==> config.mk <==
export PLATFORM = sky130hd
export DESIGN_NAME = sd_dat_rx
export DESIGN_NICKNAME = d
export VERILOG_FILES = /design/src/rtl/sd_dat_rx_pkg.sv /design/src/rtl/sd_dat_rx_crc.sv /design/src/rtl/sd_dat_rx.sv
export SDC_FILE = /design/constraint.sdc
export NUM_CORES = 1
export LEC_CHECK = 0
export ABC_AREA = 1
export CAP_MARGIN = 10
export CORE_ASPECT_RATIO = 0.7
export CORE_MARGIN = 5
export CORE_UTILIZATION = 25
export CTS_CLUSTER_SIZE = 16
export DETAILED_ROUTE_END_ITERATION = 8
export DONT_BUFFER_PORTS = 1
export PLACE_DENSITY = 0.43
export SLEW_MARGIN = 20
export SYNTH_ARGS = -nofsm -noshare
export SYNTH_HDL_FRONTEND = slang
export SYNTH_SLANG_ARGS = --single-unit
export TNS_END_PERCENT = 20
==> constraint.sdc <==
create_clock -name clk -period 5 [get_ports clk]
set_input_delay 1 -clock clk [delete_from_list [all_inputs] [get_ports clk]]
set_output_delay 1 -clock clk [all_outputs]
set_load 0.1 [all_outputs]
==> src/rtl/sd_dat_rx_pkg.sv <==
// Shared definitions for the SD 4-bit DAT block receiver.
// Holds the field widths, the FSM state encodings, the CRC16-CCITT polynomial
// and a one-bit CRC step helper.
package sd_dat_rx_pkg;

  localparam int NIB_W  = 4;
  localparam int BYTE_W = 8;
  localparam int LEN_W  = 10;
  localparam int CRC_W  = 16;

  localparam logic [CRC_W-1:0] CRC_POLY = 16'h1021;

  localparam logic [2:0] ST_IDLE       = 3'd0;
  localparam logic [2:0] ST_WAIT_START = 3'd1;
  localparam logic [2:0] ST_DATA       = 3'd2;
  localparam logic [2:0] ST_CRC        = 3'd3;
  localparam logic [2:0] ST_END_BIT    = 3'd4;
  localparam logic [2:0] ST_DONE       = 3'd5;

  // Shift one serial bit into a CRC16 register, MSB-first feedback.
  function automatic logic [CRC_W-1:0] crc16_step(input logic [CRC_W-1:0] crc,
                                                  input logic              din);
    logic fb;
    fb = din ^ crc[CRC_W-1];
    crc16_step = {crc[CRC_W-2:0], 1'b0} ^ (fb ? CRC_POLY : '0);
  endfunction

endpackage

==> src/rtl/sd_dat_rx_crc.sv <==
// One-line serial CRC16-CCITT accumulator (init 0).
// i_clr has priority over i_en; one bit is absorbed per enabled cycle.
module sd_crc16_bit
  import sd_dat_rx_pkg::*;
(
  input  logic             clk,
  input  logic             rst_n,
  input  logic             i_clr,
  input  logic             i_en,
  input  logic             i_bit,
  output logic [CRC_W-1:0] o_crc
);

  logic [CRC_W-1:0] r_crc;

  // Clear on request, otherwise fold in one bit when enabled.
  always_ff @(posedge clk or negedge rst_n) begin
    if (!rst_n) begin
      r_crc <= '0;
    end else if (i_clr) begin
      r_crc <= '0;
    end else if (i_en) begin
      r_crc <= crc16_step(r_crc, i_bit);
    end
  end

  assign o_crc = r_crc;

endmodule

==> src/rtl/sd_dat_rx.sv <==
// SD 4-bit DAT block receiver.
// Waits for the start bit, assembles bytes from nibble pairs (high nibble
// first), runs one CRC16 per DAT line, checks the received CRCs and end bit,
// then pulses o_done with sticky status held until the next accepted arm.
module sd_dat_rx
  import sd_dat_rx_pkg::*;
#(
  parameter logic [15:0] TIMEOUT_CYCLES = 16'd1024
) (
  input  logic              clk,
  input  logic              rst_n,
  input  logic              i_start_reading,
  input  logic [NIB_W-1:0]  i_sd_data,
  input  logic [LEN_W-1:0]  i_buf_len,
  output logic [BYTE_W-1:0] o_data,
  output logic              o_data_valid,
  output logic              o_busy,
  output logic              o_done,
  output logic              o_crc_err,
  output logic              o_timeout
);

  logic [2:0]        r_state;
  logic [LEN_W-1:0]  r_len;
  logic [LEN_W-1:0]  r_byte_cnt;
  logic              r_nib_sel;
  logic [NIB_W-1:0]  r_hi_nib;
  logic [3:0]        r_bit_cnt;
  logic [15:0]       r_tmo_cnt;
  logic              r_err;
  logic [BYTE_W-1:0] r_data;
  logic              r_valid;
  logic              r_crc_err;
  logic              r_timeout;

  logic              w_arm;
  logic              w_last_byte;
  logic              w_crc_en;
  logic [NIB_W-1:0]  w_crc_mis;
  logic [CRC_W-1:0]  w_crc [NIB_W];

  // An arm is only honoured from IDLE and only with a non-zero length.
  assign w_arm       = (r_state == ST_IDLE) && i_start_reading && (i_buf_len != '0);
  assign w_last_byte = (r_byte_cnt == (r_len - LEN_W'(1)));
  assign w_crc_en    = (r_state == ST_DATA);

  genvar gi;
  generate
    for (gi = 0; gi < NIB_W; gi++) begin : g_crc
      sd_crc16_bit u_crc (
        .clk   (clk),
        .rst_n (rst_n),
        .i_clr (w_arm),
        .i_en  (w_crc_en),
        .i_bit (i_sd_data[gi]),
        .o_crc (w_crc[gi])
      );
    end
  endgenerate

  // Per-line compare of the received CRC bit against the computed CRC, MSB first.
  always_comb begin
    w_crc_mis = '0;
    for (int i = 0; i < NIB_W; i++) begin
      w_crc_mis[i] = i_sd_data[i] ^ w_crc[i][4'd15 - r_bit_cnt];
    end
  end

  // Block FSM with byte assembly, CRC/end-bit checking and status capture.
  always_ff @(posedge clk or negedge rst_n) begin
    if (!rst_n) begin
      r_state    <= ST_IDLE;
      r_len      <= '0;
      r_byte_cnt <= '0;
      r_nib_sel  <= 1'b0;
      r_hi_nib   <= '0;
      r_bit_cnt  <= '0;
      r_tmo_cnt  <= '0;
      r_err      <= 1'b0;
      r_data     <= '0;
      r_valid    <= 1'b0;
      r_crc_err  <= 1'b0;
      r_timeout  <= 1'b0;
    end else begin
      r_valid <= 1'b0;
      case (r_state)
        ST_IDLE: begin
          if (w_arm) begin
            r_state    <= ST_WAIT_START;
            r_len      <= i_buf_len;
            r_byte_cnt <= '0;
            r_nib_sel  <= 1'b0;
            r_bit_cnt  <= '0;
            r_tmo_cnt  <= '0;
            r_err      <= 1'b0;
            r_crc_err  <= 1'b0;
            r_timeout  <= 1'b0;
          end
        end
        ST_WAIT_START: begin
          // The start-bit cycle itself carries no data and no CRC input.
          if (i_sd_data == '0) begin
            r_state <= ST_DATA;
          end else if (r_tmo_cnt == (TIMEOUT_CYCLES - 16'd1)) begin
            r_state   <= ST_DONE;
            r_timeout <= 1'b1;
          end else begin
            r_tmo_cnt <= r_tmo_cnt + 16'd1;
          end
        end
        ST_DATA: begin
          if (!r_nib_sel) begin
            r_hi_nib  <= i_sd_data;
            r_nib_sel <= 1'b1;
          end else begin
            r_nib_sel <= 1'b0;
            r_data    <= {r_hi_nib, i_sd_data};
            r_valid   <= 1'b1;
            // The last byte's strobe lands in the first CRC cycle.
            if (w_last_byte) begin
              r_state <= ST_CRC;
            end else begin
              r_byte_cnt <= r_byte_cnt + LEN_W'(1);
            end
          end
        end
        ST_CRC: begin
          if (w_crc_mis != '0) begin
            r_err <= 1'b1;
          end
          if (r_bit_cnt == 4'd15) begin
            r_state <= ST_END_BIT;
          end else begin
            r_bit_cnt <= r_bit_cnt + 4'd1;
          end
        end
        ST_END_BIT: begin
          r_state   <= ST_DONE;
          r_crc_err <= r_err | (i_sd_data != 4'hF);
        end
        ST_DONE: begin
          r_state <= ST_IDLE;
        end
        default: begin
          r_state <= ST_IDLE;
        end
      endcase
    end
  end

  assign o_data       = r_data;
  assign o_data_valid = r_valid;
  assign o_busy       = (r_state != ST_IDLE);
  assign o_done       = (r_state == ST_DONE);
  assign o_crc_err    = r_crc_err;
  assign o_timeout    = r_timeout;

endmodule

==> reports/qor.log, run 1 <==
[status] status finished, final reports clean
[clocking] post-cts gate resize count 0
[critical_path] Top Family by Delay on Critical Path simple AND/OR/NAND/NOR gates
[sta] count of endpoints failing setup in the final report 0
[critical_path] cell mode on critical path sky130_fd_sc_hd__nand2_2
[grt] first-pass GRT wire length 27.63 mm
[synthesis] number of enable-type register cells in the synthesized netlist 0
[sta] aggregate negative setup slack 0 ns
[critical_path] Slowest Stage Delay on Critical Path 0.47 ns
[floorplanning] die width 203.9 µm
[detailed_routing] total number of vias 4952
[final_layout] count of inserted antenna diode cells 0
[floorplanning] number of rows created at floorplan 49
[floorplanning] chip height 145.8 µm
[synthesis] fraction of registers with async set/reset 1.000
[synthesis] Post-synth top flop sky130_fd_sc_hd__dfrtp_1
[clocking] clock sink count 124
[floorplanning] Initial Utilization 0.2550
[final_layout] Final nets 800
[detailed_routing] Total Wirelength 17.03 mm
[clocking] clock tree from TritonCTS yes
[grt] largest net degree at the start of global routing 125
[grt] number of antenna violations at the first check in global routing 0
[sta] final number of max-transition violations 0
[clocking] later-pin clock latency in the skew report 0.43 ns
[synthesis] instance count of the mapped netlist 790
[synthesis] post-synthesis cell type count 48
[sta] transition time at the pin with the least slew margin 0.9692 ns
[critical_path] depth of the worst register-to-register path 9
[floorplanning] Die Area 0.02972 mm²
[sta] slew margin rel. 0.3539
[placed_design] weighted congestion at the end of routability-driven global placement 0.7556
[flow_run] count of maximum capacitance violations 0
[final_layout] Multi-input gate area 0.002790 mm²
[final_layout] area growth from synthesis to final layout 13.52%
[floorplanning] core outline area 0.02581 mm²
[detailed_routing] initial drt markers 369
[sta] total count of hold-check failures in the final report 0
[floorplanning] I/O Pins 30
[detailed_routing] wire length per cell 14.82 µm
[critical_path] critical path's slowest cell sky130_fd_sc_hd__buf_4
[critical_path] worst r2r src r_state[1]
[critical_path] Max FO, Critical Path 36
[final_layout] share of layout cells above drive strength 1 0.1086
[detailed_routing] Post-route DRC 0
[power_and_ir_drop] Leak 3.369 nW
[clocking] Root Buffer Master sky130_fd_sc_hd__clkbuf_16
[synthesis] area share of the largest cell type after synthesis 0.4715
[critical_path] setup slack, reg-to-reg 2.11 ns
[critical_path] CP required 5.34 ns
[clocking] Setup Buffers After CTS 0
[placed_design] input/output buffers 0
[critical_path] type of element capturing the critical path flop
[clocking] clock transition time at the flip-flop clock pins of the worst setup and hold paths 0.06 ns
[detailed_routing] number of vias per cell after detailed routing 4.310
[critical_path] list of cells traversed by the critical path inv_1 -> nor2_1 -> nand2_2 -> buf_4 -> nor2_2 -> a21oi_1 -> nand2_2 -> nand2_1 -> o21ai_2
[critical_path] destination of the worst register-to-register timing path r_byte_cnt[5]
[hold_path] type of the tightest min-delay check primary input to asynchronous set/reset pin
[critical_path] arrival time of data at the critical path endpoint 3.24 ns
[critical_path] start-to-end type of the worst setup path flop to flop
[synthesis] Synth Net Count 811
[synthesis] Yosys top cell by area sky130_fd_sc_hd__dfrtp_1
[sta] Max Fclk 0.3458 GHz
[sta] setup clock skew after layout 0.01314 ns
[final_layout] layout filler cell count 2735
[sta] portion of the clock cycle consumed by the worst path in the final layout 0.5784
[power_and_ir_drop] Worst VDD drop 0.2026 mV
[placed_design] DP Wirelength 10.90 mm
[detailed_routing] Detailed Routing Iterations Pass 1 4
[sta] worst hold slack 0.2692 ns
[detailed_routing] antenna viol nets, final 0
[clocking] number of clock buffers inserted by TritonCTS 17
[grt] Total Routing Usage GR 0.1170
[clocking] CTS H-tree depth 4
[critical_path] kind of launch point of the worst setup path flop
[synthesis] Synth area leaders sky130_fd_sc_hd__dfrtp_1 47%, sky130_fd_sc_hd__nand2_1 9.6%, sky130_fd_sc_hd__inv_1 6.6%
[power_and_ir_drop] power density over the cells 542.3 mW/mm²
[grt] total gr overflow 0
[synthesis] cell area after synthesis 0.006581 mm²
[synthesis] register area share after synthesis 0.4715
[sta] setup repair after global routing missed its margin false
[critical_path] WP buf/inv 2
[grt] vias in the first global route 4847
[synthesis] count of warnings emitted by yosys 0
[clocking] clk buf depth 2
[sta] final critical delay including setup and external delays 2.892 ns
[synthesis] post-synthesis area per instance 8.331 µm²
[final_layout] combined flip-flop and latch cell area 0.003103 mm²
[synthesis] post-synthesis sequential element count 124
[clocking] hold buffer count at CTS 0
==> layer usage <==
metal,vias to the layer above,part of all wire,GRT usage
li1,2570,-,-
met4,0,0.0036,0.03505
met3,2,0.040,0.03297
met1,2325,0.55,0.1768
met5,-,0,0
met2,55,0.41,0.1605
==> final cells by class <==
cell class / instances / area share
inverter: 122 / 0.06197
clock inverter: 14 / 0.02629
timing repair buffer: 3 / 0.005694
multi-input combinational: 511 / 0.3735
clock buffer: 18 / 0.05744
sequential: 124 / 0.4153
tap: 357 / 0.05979
==> worst reg2reg max path: cells and delay by family, from the launching register on <==
family	cells	cell delay [ns]
AND/OR/NAND/NOR	5	1.60
buffers and inverters	2	0.54
flip-flops	1	0.44
AO/OA/AOI/OAI	2	0.23
==> Yosys cell counts (2+ instances only) <==
library cell                 n
sky130_fd_sc_hd__xnor2_1    10
sky130_fd_sc_hd__o21bai_1    2
sky130_fd_sc_hd__nand3_2     2
sky130_fd_sc_hd__o31ai_1     6
sky130_fd_sc_hd__o21ai_2    10
sky130_fd_sc_hd__nor2_4      2
sky130_fd_sc_hd__nor4_1      4
sky130_fd_sc_hd__a21oi_1    22
sky130_fd_sc_hd__ha_1        4
sky130_fd_sc_hd__o211ai_1    4
sky130_fd_sc_hd__nand4_1     6
sky130_fd_sc_hd__nor3_1     14
sky130_fd_sc_hd__nand2_1   169
sky130_fd_sc_hd__inv_2       5
sky130_fd_sc_hd__o22ai_1    47
sky130_fd_sc_hd__nand2_2     4
sky130_fd_sc_hd__dfrtp_1   124
sky130_fd_sc_hd__buf_6      10
sky130_fd_sc_hd__o22ai_2    10
sky130_fd_sc_hd__nor2_2      5
sky130_fd_sc_hd__nor2_1     40
sky130_fd_sc_hd__inv_1     115
sky130_fd_sc_hd__o21ai_0    31
sky130_fd_sc_hd__buf_2       8
sky130_fd_sc_hd__nand3b_1    2
sky130_fd_sc_hd__or2_2       5
sky130_fd_sc_hd__xor2_1     24
sky130_fd_sc_hd__buf_4       4
sky130_fd_sc_hd__nand3_1    75
sky130_fd_sc_hd__clkbuf_1    8
==> registers in the layout, indices dropped and copies added, names as in the netlist <==
register           cells
o_timeout              1
g_crc.u_crc.o_crc     64
r_hi_nib               4
r_err                  1
o_data                 8
r_nib_sel              1
o_data_valid           1
r_bit_cnt              4
r_len                 10
o_crc_err              1
r_state                3
r_byte_cnt            10
r_tmo_cnt             16
==> how the worst max path moves through the flow <==
| stage | startpoint | endpoint | slack, ns | cells past startpoint |
|---|---|---|---|---|
| 2_1_floorplan | r_state[2] | o_done | 1.44 | 2 |
| 3_3_place_gp | r_state[1] | g_crc[3].u_crc.o_crc[6] | 1.95 | 7 |
| 3_5_place_dp | r_state[1] | r_byte_cnt[5] | 2.13 | 9 |
| 4_1_cts | r_state[1] | r_byte_cnt[0] | 2.11 | 9 |
| 5_1_grt | r_state[1] | r_byte_cnt[3] | 1.82 | 9 |
| 6_report | r_state[1] | r_byte_cnt[5] | 2.11 | 9 |
==> kinds of logic after synthesis <==
group                    count (synthesis)  synth area share
buffers and inverters                  155            0.1057
AO/OA/AOI/OAI                          135            0.1342
adder cells (fa/ha/maj)                  4          0.007605
AND/OR/NAND/NOR                        338            0.2357
flip-flops                             124            0.4715
XOR/XNOR                                34           0.04525
==> per-stage QoR <==
step | std cells | utilization | instance area, µm² | total power [mW] | setup WS [ns]
3_3_place_gp | 1117 | 0.2651 | 6843 | 2.751 | 1.949
3_5_place_dp | 1117 | 0.2652 | 6845 | 2.743 | 2.126
6_report | 1149 | 0.2894 | 7471 | 4.051 | 2.108
5_1_grt | 1149 | 0.2894 | 7471 | 4.318 | 1.817
2_1_floorplan | 790 | - | 6581 | 2.544 | 1.443
4_1_cts | 1149 | 0.2894 | 7471 | 4.096 | 2.111
==> cell usage in the layout (no fill, tap or decap), drive strengths merged <==
cell,count
nand3b,2
clkinvlp,6
o31ai,6
xnor2,10
o211ai,4
nor3,15
inv,121
o22ai,57
nand4,6
xor2,24
nor4,5
o21bai,2
nand2,174
o21ai,42
clkinv,5
a31oi,1
or3,1
and3,2
nand3,78
nor2,48
or2,6
ha,4
a21oi,22
bufinv,4
a32o,1
clkbuf,18
dfrtp,124
nor3b,1
buf,3
==> power breakdown <==
group,internal (mW),leakage (nW),switching (mW),total [mW]
combinational,0.398,1.42,0.876,1.27
sequential,1.17,1.67,0.280,1.45
clock,0.834,0.284,0.493,1.33
total,2.40,3.37,1.65,4.05
Power figures use the tool's default switching activity.
==> run 2, diff against run 1 <==
clock period = 2.7 ns   (was 5 ns; I/O delays follow)
==> reports/qor.log, run 2 (synthesis gave the netlist of run 1 again) <==
[status] status complete, but fails checks [was finished, final reports clean]
[status] violated checks hold timing
[power_and_ir_drop] combinational fraction of design power 0.341 [was 0.314]
[detailed_routing] wire length per cell 14.75 µm [was 14.82 µm]
[clocking] post-cts gate resize count 0 [unchanged]
[sta] count of endpoints failing setup in the final report 0 [unchanged]
[sta] final critical delay including setup and external delays 2.391 ns
[critical_path] CP required 2.16 ns [was 5.34 ns]
[power_and_ir_drop] relative contribution of sequential cells to total power 0.349 [was 0.358]
[floorplanning] I/O Pins 30 [unchanged]
[sta] Max Fclk 0.4182 GHz
[final_layout] post-route design area 0.007525 mm² [was 0.007471 mm²]
[floorplanning] die width 203.9 µm [unchanged]
[critical_path] arrival time of data at the critical path endpoint 1.85 ns [was 3.24 ns]
[power_and_ir_drop] Clock Power Share 0.310 [was 0.328]
[hold_path] type of the tightest min-delay check primary input to asynchronous set/reset pin [unchanged]
[critical_path] destination of the worst register-to-register timing path r_byte_cnt[2] [was r_byte_cnt[5]]
[floorplanning] core outline area 0.02581 mm² [unchanged]
[flow_run] count of maximum capacitance violations 0 [unchanged]
[placed_design] DP Wirelength 11.34 mm [was 10.90 mm]
[power_and_ir_drop] Net Sw Power 2.994 mW [was 1.649 mW]
[sta] portion of the clock cycle consumed by the worst path in the final layout 0.8857
[floorplanning] number of rows created at floorplan 49 [unchanged]
[sta] worst hold slack -0.1762 ns [was 0.2692 ns]
[detailed_routing] Post-route DRC 0 [unchanged]
[grt] first-pass GRT wire length 28.05 mm [was 27.63 mm]
[sta] setup repair after global routing missed its margin false [unchanged]
[clocking] Root Buffer Master sky130_fd_sc_hd__clkbuf_16 [unchanged]
[clocking] later-pin clock latency in the skew report 0.42 ns [was 0.43 ns]
[critical_path] start-to-end type of the worst setup path flop to output port [was flop to flop]
[clocking] clk buf depth 2 [unchanged]
[sta] setup clock skew after layout 0.01399 ns [was 0.01314 ns]
[grt] global routing's busiest layer met1 [unchanged]
[grt] Total Routing Usage GR 0.1187 [was 0.1170]
[final_layout] count of inserted antenna diode cells 0 [unchanged]
[sta] transition time at the pin with the least slew margin 0.9457 ns [was 0.9692 ns]
[critical_path] depth of the worst register-to-register path 8 [was 9]
[grt] total gr overflow 0 [unchanged]
[critical_path] kind of launch point of the worst setup path flop [unchanged]
[sta] final number of max-transition violations 0 [unchanged]
[power_and_ir_drop] Power, Total 7.415 mW [was 4.051 mW]
[floorplanning] Initial Utilization 0.2550 [unchanged]
[grt] met1 usage in global routing 0.1922 [was 0.1768]
[final_layout] number of flip-flops in the largest register 64 [unchanged]
[clocking] number of clock buffers inserted by TritonCTS 17 [unchanged]
[power_and_ir_drop] Cell Int Power 4.421 mW [was 2.402 mW]
[detailed_routing] initial drt markers 281 [was 369]
[floorplanning] chip height 145.8 µm [unchanged]
[placed_design] input/output buffers 0 [unchanged]
[sta] aggregate negative setup slack 0 ns [unchanged]
[final_layout] final standard cell utilization of the core 0.2915 [was 0.2894]
[detailed_routing] antenna viol nets, final 0 [unchanged]
[final_layout] most frequent cells in the layout 168 x sky130_fd_sc_hd__nand2_1, 124 x sky130_fd_sc_hd__dfrtp_1, 115 x sky130_fd_sc_hd__inv_1, 75 x sky130_fd_sc_hd__nand3_1, 47 x sky130_fd_sc_hd__o22ai_1 [unchanged]
[critical_path] worst r2r src r_state[1] [unchanged]
[critical_path] setup slack, reg-to-reg 0.43 ns [was 2.11 ns]
[sta] slew margin rel. 0.3695 [was 0.3539]
[critical_path] type of element capturing the critical path output port [was flop]
[clocking] clock sink count 124 [unchanged]
[placed_design] DP Area 0.006939 mm² [was 0.006845 mm²]
[sta] total count of hold-check failures in the final report 124 [was 0]
[detailed_routing] Detailed Routing Iterations Pass 1 5 [was 4]
[power_and_ir_drop] Worst VDD drop 0.3367 mV [was 0.2026 mV]
[detailed_routing] Total Wirelength 17.11 mm [was 17.03 mm]
[clocking] CTS H-tree depth 4 [unchanged]
[final_layout] share of layout cells above drive strength 1 0.1208 [was 0.1086]
[clocking] Setup Buffers After CTS 0 [unchanged]
[grt] largest net degree at the start of global routing 125 [unchanged]
[detailed_routing] total number of vias 5045 [was 4952]
[grt] met3 track demand over resource in global routing 0.03007 [was 0.03297]
[power_and_ir_drop] power density over the cells 985.4 mW/mm² [was 542.3 mW/mm²]
[clocking] clock transition time at the flip-flop clock pins of the worst setup and hold paths 0.06 ns [about the same]
[grt] met2 global-route usage 0.1533 [was 0.1605]
[grt] vias in the first global route 4853 [was 4847]
[grt] number of antenna violations at the first check in global routing 1 [was 0]
[clocking] clock tree from TritonCTS yes [unchanged]
[final_layout] Final nets 813 [was 800]
[detailed_routing] number of vias per cell after detailed routing 4.349 [was 4.310]
[critical_path] Max FO, Critical Path 5 [was 36]
[final_layout] area growth from synthesis to final layout 14.33% [was 13.52%]
[final_layout] commonest non-fill, non-tap cell in the layout sky130_fd_sc_hd__nand2_1 [unchanged]
[placed_design] weighted congestion at the end of routability-driven global placement 0.7843 [was 0.7556]
[power_and_ir_drop] Leak 3.437 nW [was 3.369 nW]
[floorplanning] Die Area 0.02972 mm² [unchanged]
[power_and_ir_drop] switching power share of the total 0.4038 [was 0.4070]
run 2: changes by cell type in the layout (fill, tap and decap cells not counted), sizes merged:
cell / change
clkbuf: +5
bufinv: -2
buf: +13
clkinvlp: -5
run 2: per-layer routing:
layer	vias to the layer above	wire, µm
met5	-	0
met4	0	31
met3	2	533
met2	53	6712
met1	2400	9831
li1	2590	-
run 2: final cells by class:
class	count	area, µm²
clock inverter	7	87.58
multi-input combinational	511	2796
tap	357	446.7
sequential	124	3103
clock buffer	23	498.0
fill	2761	18290
timing repair buffer	16	132.6
inverter	122	460.4
run 2: worst max-delay path by stage:
| stage | start | depth (start not counted) | end |
|---|---|---|---|
| global route | r_state[1] | 4 | o_busy |
| floorplan | r_state[2] | 2 | o_done |
| finish | r_state[1] | 4 | o_busy |
| detailed placement | r_state[1] | 8 | r_byte_cnt[2] |
| global placement | r_state[1] | 8 | r_byte_cnt[2] |
| CTS | r_state[1] | 4 | o_busy |
run 2: power groups by stage:
stage	clock network [mW]	logic [mW]	registers, mW
after floorplan	0	2.14	2.58
after global placement	0	2.58	2.62
after detailed placement	0	2.55	2.62
after CTS	2.37	2.56	2.59
after global routing	2.45	2.85	2.63
final	2.30	2.53	2.59
run 2: critical path, cell delays in order (launching register included):
cell and delay (ns):
sky130_fd_sc_hd__dfrtp_1 0.48, sky130_fd_sc_hd__nor2_2 0.09, sky130_fd_sc_hd__inv_1 0.13, sky130_fd_sc_hd__nor2_4 0.06, sky130_fd_sc_hd__inv_1 0.67
run 2: stage by stage:
stage	cells	setup WS, ns
after floorplan	790	0.4597
after global placement	1130	0.4728
after detailed placement	1130	0.4240
after CTS	1160	0.2661
after global routing	1160	0.2156
final	1160	0.3085
